**src/rtl/lsu_pkg.sv**
```systemverilog
// Shared types and helpers for the load/store memory controller.
package lsu_pkg;

   typedef enum logic [1:0] {
      SZ_WORD = 2'b00,
      SZ_HALF = 2'b01,
      SZ_BYTE = 2'b10
   } size_e;

   typedef enum logic [1:0] {
      IDLE = 2'b00,
      REQ  = 2'b01,
      RESP = 2'b10
   } lsu_state_e;

   localparam logic [1:0] SZ_ILLEGAL = 2'b11;

   // Byte accesses are never misaligned; the illegal size is reported separately.
   function automatic logic misaligned(input logic [1:0] size, input logic [1:0] addr_lo);
      logic mis;
      case (size)
         SZ_WORD: mis = (addr_lo != 2'b00);
         SZ_HALF: mis = addr_lo[0];
         default: mis = 1'b0;
      endcase
      return mis;
   endfunction

endpackage

```
**src/rtl/lsu_lane_align.sv**
```systemverilog
// Combinational lane steering: store data/byte-enable placement and load lane
// selection with sign or zero extension.
module lsu_lane_align
   import lsu_pkg::*;
(
   input  logic [1:0]  st_size_i,
   input  logic [1:0]  st_addr_lo_i,
   input  logic [31:0] st_wdata_i,
   output logic [3:0]  st_be_o,
   output logic [31:0] st_wdata_o,
   input  logic [1:0]  ld_size_i,
   input  logic [1:0]  ld_addr_lo_i,
   input  logic        ld_unsigned_i,
   input  logic [31:0] ld_rdata_i,
   output logic [31:0] ld_data_o
);

   logic [7:0]  ld_byte_s;
   logic [15:0] ld_half_s;

   // Store side: replicate the datum on every lane and enable only the addressed ones.
   always_comb begin
      st_be_o    = 4'b0000;
      st_wdata_o = 32'h0000_0000;
      case (st_size_i)
         SZ_BYTE: begin
            st_be_o    = 4'b0001 << st_addr_lo_i;
            st_wdata_o = {4{st_wdata_i[7:0]}};
         end
         SZ_HALF: begin
            st_be_o    = st_addr_lo_i[1] ? 4'b1100 : 4'b0011;
            st_wdata_o = {2{st_wdata_i[15:0]}};
         end
         SZ_WORD: begin
            st_be_o    = 4'b1111;
            st_wdata_o = st_wdata_i;
         end
         default: begin
            st_be_o    = 4'b0000;
            st_wdata_o = 32'h0000_0000;
         end
      endcase
   end

   // Load side: pick the addressed lane, then extend to 32 bits.
   always_comb begin
      ld_byte_s = 8'h00;
      ld_half_s = ld_addr_lo_i[1] ? ld_rdata_i[31:16] : ld_rdata_i[15:0];
      ld_data_o = 32'h0000_0000;
      case (ld_addr_lo_i)
         2'b00:   ld_byte_s = ld_rdata_i[7:0];
         2'b01:   ld_byte_s = ld_rdata_i[15:8];
         2'b10:   ld_byte_s = ld_rdata_i[23:16];
         2'b11:   ld_byte_s = ld_rdata_i[31:24];
         default: ld_byte_s = 8'h00;
      endcase
      case (ld_size_i)
         SZ_BYTE: ld_data_o = {{24{ld_byte_s[7] & ~ld_unsigned_i}}, ld_byte_s};
         SZ_HALF: ld_data_o = {{16{ld_half_s[15] & ~ld_unsigned_i}}, ld_half_s};
         SZ_WORD: ld_data_o = ld_rdata_i;
         default: ld_data_o = 32'h0000_0000;
      endcase
   end

endmodule

```
**src/rtl/lsu_mem_ctrl.sv**
```systemverilog
// Load/store controller: accepts one access at a time, places store lanes,
// runs the memory req/ack handshake with a timeout and returns load data.
module lsu_mem_ctrl
   import lsu_pkg::*;
#(
   parameter int unsigned AW      = 10,
   parameter int unsigned TIMEOUT = 16
) (
   input  logic          clk,
   input  logic          rst,
   input  logic          req_valid,
   output logic          req_ready,
   input  logic          req_we,
   input  logic [1:0]    req_size,
   input  logic          req_unsigned,
   input  logic [31:0]   req_addr,
   input  logic [31:0]   req_wdata,
   output logic          rsp_valid,
   output logic          rsp_err,
   output logic [31:0]   rsp_rdata,
   output logic          mem_req,
   output logic          mem_we,
   output logic [AW-1:0] mem_addr,
   output logic [3:0]    mem_be,
   output logic [31:0]   mem_wdata,
   input  logic          mem_ack,
   input  logic [31:0]   mem_rdata
);

   localparam int unsigned   CW      = (TIMEOUT < 32'd1) ? 1 : $clog2(TIMEOUT + 32'd1);
   localparam logic [CW-1:0] TO_CNT  = CW'(TIMEOUT);
   localparam logic [CW-1:0] CNT_MAX = {CW{1'b1}};

   lsu_state_e      state_q, state_d;
   logic            we_q, we_d;
   logic [1:0]      size_q, size_d;
   logic            uns_q, uns_d;
   logic [1:0]      lo_q, lo_d;
   logic [CW-1:0]   wait_q, wait_d;
   logic            mem_req_q, mem_req_d;
   logic            mem_we_q, mem_we_d;
   logic [AW-1:0]   mem_addr_q, mem_addr_d;
   logic [3:0]      mem_be_q, mem_be_d;
   logic [31:0]     mem_wdata_q, mem_wdata_d;
   logic            rsp_valid_q, rsp_valid_d;
   logic            rsp_err_q, rsp_err_d;
   logic [31:0]     rsp_rdata_q, rsp_rdata_d;

   logic            accept_s;
   logic            bad_req_s;
   logic            timeout_s;
   logic [3:0]      st_be_s;
   logic [31:0]     st_wdata_s;
   logic [31:0]     ld_data_s;
   logic            unused_addr_s;

   assign req_ready     = (state_q == IDLE) && !rst;
   assign accept_s      = req_valid && req_ready;
   assign bad_req_s     = (req_size == SZ_ILLEGAL) || misaligned(req_size, req_addr[1:0]);
   assign timeout_s     = (TIMEOUT != 32'd0) && (wait_q == TO_CNT);
   assign unused_addr_s = ^req_addr[31:AW+2];

   assign rsp_valid = rsp_valid_q;
   assign rsp_err   = rsp_err_q;
   assign rsp_rdata = rsp_rdata_q;
   assign mem_req   = mem_req_q;
   assign mem_we    = mem_we_q;
   assign mem_addr  = mem_addr_q;
   assign mem_be    = mem_be_q;
   assign mem_wdata = mem_wdata_q;

   // Store lanes come from the live request; load lanes from the registered fields.
   lsu_lane_align u_align (
      .st_size_i     (req_size),
      .st_addr_lo_i  (req_addr[1:0]),
      .st_wdata_i    (req_wdata),
      .st_be_o       (st_be_s),
      .st_wdata_o    (st_wdata_s),
      .ld_size_i     (size_q),
      .ld_addr_lo_i  (lo_q),
      .ld_unsigned_i (uns_q),
      .ld_rdata_i    (mem_rdata),
      .ld_data_o     (ld_data_s)
   );

   // Next-state and output logic; the response fields are single-cycle pulses.
   always_comb begin
      state_d     = state_q;
      we_d        = we_q;
      size_d      = size_q;
      uns_d       = uns_q;
      lo_d        = lo_q;
      wait_d      = wait_q;
      mem_req_d   = mem_req_q;
      mem_we_d    = mem_we_q;
      mem_addr_d  = mem_addr_q;
      mem_be_d    = mem_be_q;
      mem_wdata_d = mem_wdata_q;
      rsp_valid_d = 1'b0;
      rsp_err_d   = 1'b0;
      rsp_rdata_d = 32'h0000_0000;
      case (state_q)
         IDLE: begin
            if (accept_s && bad_req_s) begin
               state_d     = RESP;
               rsp_valid_d = 1'b1;
               rsp_err_d   = 1'b1;
            end else if (accept_s) begin
               state_d     = REQ;
               we_d        = req_we;
               size_d      = req_size;
               uns_d       = req_unsigned;
               lo_d        = req_addr[1:0];
               wait_d      = {CW{1'b0}};
               mem_req_d   = 1'b1;
               mem_we_d    = req_we;
               mem_addr_d  = req_addr[AW+1:2];
               mem_be_d    = st_be_s;
               mem_wdata_d = st_wdata_s;
            end else begin
               state_d = IDLE;
            end
         end
         REQ: begin
            // An ack in the same cycle the counter reaches the limit still completes cleanly.
            if (mem_ack) begin
               state_d     = RESP;
               mem_req_d   = 1'b0;
               rsp_valid_d = 1'b1;
               rsp_rdata_d = we_q ? 32'h0000_0000 : ld_data_s;
            end else if (timeout_s) begin
               state_d     = RESP;
               mem_req_d   = 1'b0;
               rsp_valid_d = 1'b1;
               rsp_err_d   = 1'b1;
            end else if (wait_q != CNT_MAX) begin
               wait_d = wait_q + CW'(1);
            end else begin
               wait_d = wait_q;
            end
         end
         RESP:    state_d = IDLE;
         default: state_d = IDLE;
      endcase
   end

   // State and request/response registers with synchronous reset.
   always_ff @(posedge clk) begin
      if (rst) begin
         state_q     <= IDLE;
         we_q        <= 1'b0;
         size_q      <= 2'b00;
         uns_q       <= 1'b0;
         lo_q        <= 2'b00;
         wait_q      <= {CW{1'b0}};
         mem_req_q   <= 1'b0;
         mem_we_q    <= 1'b0;
         mem_addr_q  <= {AW{1'b0}};
         mem_be_q    <= 4'b0000;
         mem_wdata_q <= 32'h0000_0000;
         rsp_valid_q <= 1'b0;
         rsp_err_q   <= 1'b0;
         rsp_rdata_q <= 32'h0000_0000;
      end else begin
         state_q     <= state_d;
         we_q        <= we_d;
         size_q      <= size_d;
         uns_q       <= uns_d;
         lo_q        <= lo_d;
         wait_q      <= wait_d;
         mem_req_q   <= mem_req_d;
         mem_we_q    <= mem_we_d;
         mem_addr_q  <= mem_addr_d;
         mem_be_q    <= mem_be_d;
         mem_wdata_q <= mem_wdata_d;
         rsp_valid_q <= rsp_valid_d;
         rsp_err_q   <= rsp_err_d;
         rsp_rdata_q <= rsp_rdata_d;
      end
   end

endmodule

```
**config.mk**
```make
export PLATFORM = sky130hd
export DESIGN_NAME = lsu_mem_ctrl
export DESIGN_NICKNAME = d
export VERILOG_FILES = /design/src/rtl/lsu_pkg.sv /design/src/rtl/lsu_lane_align.sv /design/src/rtl/lsu_mem_ctrl.sv
export SDC_FILE = /design/constraint.sdc
export NUM_CORES = 1
export LEC_CHECK = 0
export ABC_CLOCK_PERIOD_IN_PS = 2000
export CAP_MARGIN = 20
export CORE_ASPECT_RATIO = 1.1
export CORE_MARGIN = 2
export CORE_UTILIZATION = 40
export DETAILED_ROUTE_END_ITERATION = 7
export GPL_TIMING_DRIVEN = 0
export HOLD_SLACK_MARGIN = 0.1
export PLACE_DENSITY = 0.75
export SLEW_MARGIN = 20
export SYNTH_ARGS = -nofsm -noshare
export SYNTH_HDL_FRONTEND = slang
export SYNTH_HIERARCHICAL = 1
export SYNTH_SLANG_ARGS = --single-unit
export TNS_END_PERCENT = 30
```
**constraint.sdc**
```tcl
create_clock -name clk -period 2 [get_ports clk]
set_input_delay 0.2 -clock clk [delete_from_list [all_inputs] [get_ports clk]]
set_output_delay 0.2 -clock clk [all_outputs]
set_load 0.1 [all_outputs]
```
==> qor.csv <==
stage,metric,value,unit
timing,skew final,5.68,ps
floorplanning,core footprint,11400,um2
clock_tree,clk sinks,94,
clock_tree,Post-CTS Hold Buffers,0,
logic_synthesis,post-synthesis adder-cell area fraction,0.808,%
place,post-DP HPWL,11.3,mm
timing,worst hold slack,352,ps
outcome,status,"finished, final reports clean",
final_layout,Nets,830,
power,Cell Pwr Density,698,nW/um2
logic_synthesis,Mapped Nets,653,
global_route,global route overflow,0,
power,Max rail drop VDD,491,uV
drt,DR vias/cell,5.40,
global_route,antenna violations before repair,0,
worst_setup_path,Worst Path Max Fanout,1,
timing,achievable frequency,507,MHz
place,GPL Wtd Cong,0.884,
clock_tree,TritonCTS Buffers,9,
logic_synthesis,Post-Synthesis Cells,546,
logic_synthesis,simple-gate share of the synthesized area,19.4,%
timing,final setup vio count,0,
power,combinational power share,21.2,%
final_layout,area delta synth->final,48.0,%
global_route,All-Layer GR Usage,23.8,%
worst_setup_path,Crit path required time,1800,ps
timing,Slew headroom,32.5,%
drt,DR iter-0 viols,207,
floorplanning,IO Count,187,
logic_synthesis,synth unique cells,48,
global_route,vias in the first global route,4770,
final_layout,layout cells sized above 1,7.84,%
logic_synthesis,Yosys warning count,6,
floorplanning,die width,107,um
worst_setup_path,Critical-path top delay cell,clkdlybuf4s50_1,
logic_synthesis,largest family of logic cells by synthesized area,compound AO/OA/AOI/OAI gates,
drt,Post-DRT Antenna Nets,0,
timing,Final Hold Vio Count,0,
timing,Final Cycle Share,98.6,%
drt,routed via count,4733,
drt,DRC violations left,0,
floorplanning,initial core utilization,40.8,%
power,Cell Int Power,3.41,mW
power,Clk pwr share,38.3,%
worst_setup_path,critical path's largest stage delay,1130,ps
timing,Slew @ Worst Pin,1020,ps
drt,Pre-Repair DR Iteration Count,5,
worst_setup_path,worst path cell trace,clkdlybuf4s50_1,
final_layout,# diodes,0,
final_layout,final cell count without fillers,877,
place,Setup WS pre-CTS,-491,ps
logic_synthesis,Netlist Area Pre-Place,4650,um2
worst_setup_path,crit path capture type,output pin,
place,dpl cells,862,
min_path,worst hold path class,in -> reg,
global_route,first-pass GRT wire length,23.3,mm
clock_tree,Setup Buffers After CTS,0,
drt,DR WL/cell,17.0,um
worst_setup_path,CP Launch Type,register,
clock_tree,CTS tree,done,
logic_synthesis,Synth Area per Inst,8.51,um2
timing,RSZ-0062 raised after global routing,no,
clock_tree,Clock Tree Buf Depth,2,
logic_synthesis,Post-Synth XOR/XNOR Area,0,%
drt,final WL,14.9,mm
power,sequential cell fraction of total power,40.4,%
logic_synthesis,register area share after synthesis,40.5,%
place,port buffer count,166,
logic_synthesis,compound-cell area share of the yosys netlist,22.8,%
place,Post-DP Area,6560,um2
worst_setup_path,"delay-heaviest family, CP",buffers and inverters,
clock_tree,clock latency on the worst-skew pair,340,ps
clock_tree,Worst-path clk slew,60,ps
timing,max-slew violation count,0,
worst_setup_path,kind of critical path,reg -> out,
final_layout,Final Instance Area,6880,um2
floorplanning,row count,41,
power,Sw Share,29.0,%
clock_tree,H-tree depth,3,
power,Leak,3.19,nW
power,Psw,1.39,mW
logic_synthesis,Yosys reg bits,94,
floorplanning,Chip Height,117,um
flow_run,count of max-cap constraint violations,0,
global_route,largest net degree at the start of global routing,15,
logic_synthesis,mux share of post-synthesis cell area,10.6,%
timing,min cycle time layout,1970,ps
worst_setup_path,Worst Path Buf+Inv,1,
timing,"Worst Setup Slack, final",27.9,ps
worst_setup_path,critical path arrival,1770,ps
floorplanning,die area,12500,um2
clock_tree,CTS Root Cell,clkbuf_16,
## power groups by stage
stage	registers, mW	clock network [mW]	logic (mW)
4_1_cts	1.94	1.87	1.01
3_5_place_dp	1.98	0	1.02
6_report	1.94	1.84	1.02
2_1_floorplan	2.24	0	0.380
5_1_grt	1.94	1.95	1.08
3_3_place_gp	1.98	0	1.02
## metal layers
metal  track usage, %  up-vias  part of all wire, %
met1             27.1     2205                   41
met2             42.3      206                   49
met5                0        -                    0
met3             6.87       17                  7.9
li1                 -     2305                    -
met4             9.18        0                  1.8
## through the flow
stage | setup TNS, ps | power [mW] | util [%]
after floorplan | -329 | 2.62 | -
after global placement | -22680 | 3.00 | 57.6
after detailed placement | -24000 | 3.01 | 57.6
after CTS | 0 | 4.82 | 59.8
after global routing | 0 | 4.97 | 60.4
final | 0 | 4.80 | 60.4
## worst paths after layout
path                      startpoint                endpoint  cells after the start  slack [ps]
max          rsp_rdata[9]$_SDFF_PP0_            rsp_rdata[9]                      1          30
min                      req_size[0]  size_q[0]$_SDFFE_PP0P_                      3         350
max reg2reg   wait_q[0]$_SDFFE_PP0P_  wait_q[3]$_SDFFE_PP0P_                      6          80
min reg2reg   mem_be[3]$_SDFFE_PP0P_  mem_be[3]$_SDFFE_PP0P_                      2         480
## cells in the mapped netlist, drive strengths merged
library cell  count  area share (%)
dfxtp            94              41
a21oi            90             9.8
o21ai            77             8.3
nand3            54             5.8
and2             41             5.5
clkbuf           33             2.7
nand2b           28             3.9
mux2i            27             5.8
buf              16             2.1
inv              13             1.1
nand2            13             1.1
mux4              7             4.0
o22ai             7            0.94
nor3              6            0.65
a21o              3            0.48
ha                3            0.81
mux2              3            0.81
nor2b             3            0.40
o211ai            3            0.48
a22oi             2            0.32
a31oi             2            0.40
nand3b            2            0.32
nor2              2            0.16
o31a              2            0.38
o31ai             2            0.43
a211oi            1            0.16
a221oi            1            0.57
and3              1            0.13
and4bb            1            0.35
clkinv            1           0.081
nor3b             1            0.16
nor4              1            0.13
nor4b             1            0.32
o21bai            1            0.16
o221ai            1            0.19
o32ai             1            0.19
or2               1            0.13
or4               1            0.24
## cell families (layout without fill, tap and decap cells)
logic type               Yosys count  count (layout)
multiplexers                      37              37
buffers and inverters             63             244
flip-flops                        94              94
AND/OR/NAND/NOR                  156             156
AO/OA/AOI/OAI                    193             193
adder cells (fa/ha/maj)            3               3
## layout by cell type (no fill, tap or decap), types with 2 or more instances in the layout
cell | netlist | final
bufinv_16 | 0 | 2
dfxtp_2 | 0 | 3
a21o_1 | 3 | 3
and2_1 | 41 | 41
nand2b_1 | 27 | 27
nor2_1 | 2 | 2
nand3_1 | 54 | 54
nor3_1 | 6 | 5
nor2b_1 | 3 | 2
o31a_1 | 2 | 2
o211ai_1 | 3 | 3
buf_6 | 3 | 3
clkbuf_1 | 33 | 25
o21ai_0 | 49 | 38
a22oi_1 | 2 | 2
inv_1 | 13 | 13
o21ai_1 | 28 | 39
clkbuf_16 | 0 | 9
nand3b_1 | 2 | 2
ha_1 | 3 | 2
clkdlybuf4s50_1 | 0 | 88
clkbuf_8 | 0 | 6
mux2i_1 | 27 | 27
dlymetal6s2s_1 | 0 | 20
dfxtp_1 | 94 | 91
clkbuf_2 | 0 | 5
mux4_1 | 7 | 7
mux2_2 | 2 | 2
buf_2 | 10 | 11
a21oi_1 | 89 | 89
o22ai_1 | 7 | 7
dlygate4sd2_1 | 0 | 57
nand2_1 | 12 | 12
## area by class of cell
cell class | instances | area, um2
Fill cell | 1021 | 4510
Multi-Input combinational cell | 389 | 2510
Sequential cell | 94 | 1890
Timing Repair Buffer | 166 | 1640
Buffer | 49 | 280
Clock buffer | 12 | 246
Tap cell | 150 | 188
Clock inverter | 3 | 68.8
Inverter | 14 | 52.6
## registers in the layout, indices dropped and copies added (netlist names), 2 cells and up
register	flops
rsp_rdata	32
mem_wdata	32
mem_addr	10
wait_q	5
mem_be	4
size_q	2
state_q	2
lo_q	2
## repair_timing
| item | in CTS | in global routing |
|---|---|---|
| cloned | 0 | 0 |
| endpoints found under the setup margin | 108 | 57 |
| gates resized for setup | 63 | 32 |
| pin swaps | 0 | 1 |
| endpoints found under the hold margin | 0 | 0 |
Power figures use the tool's default switching activity.
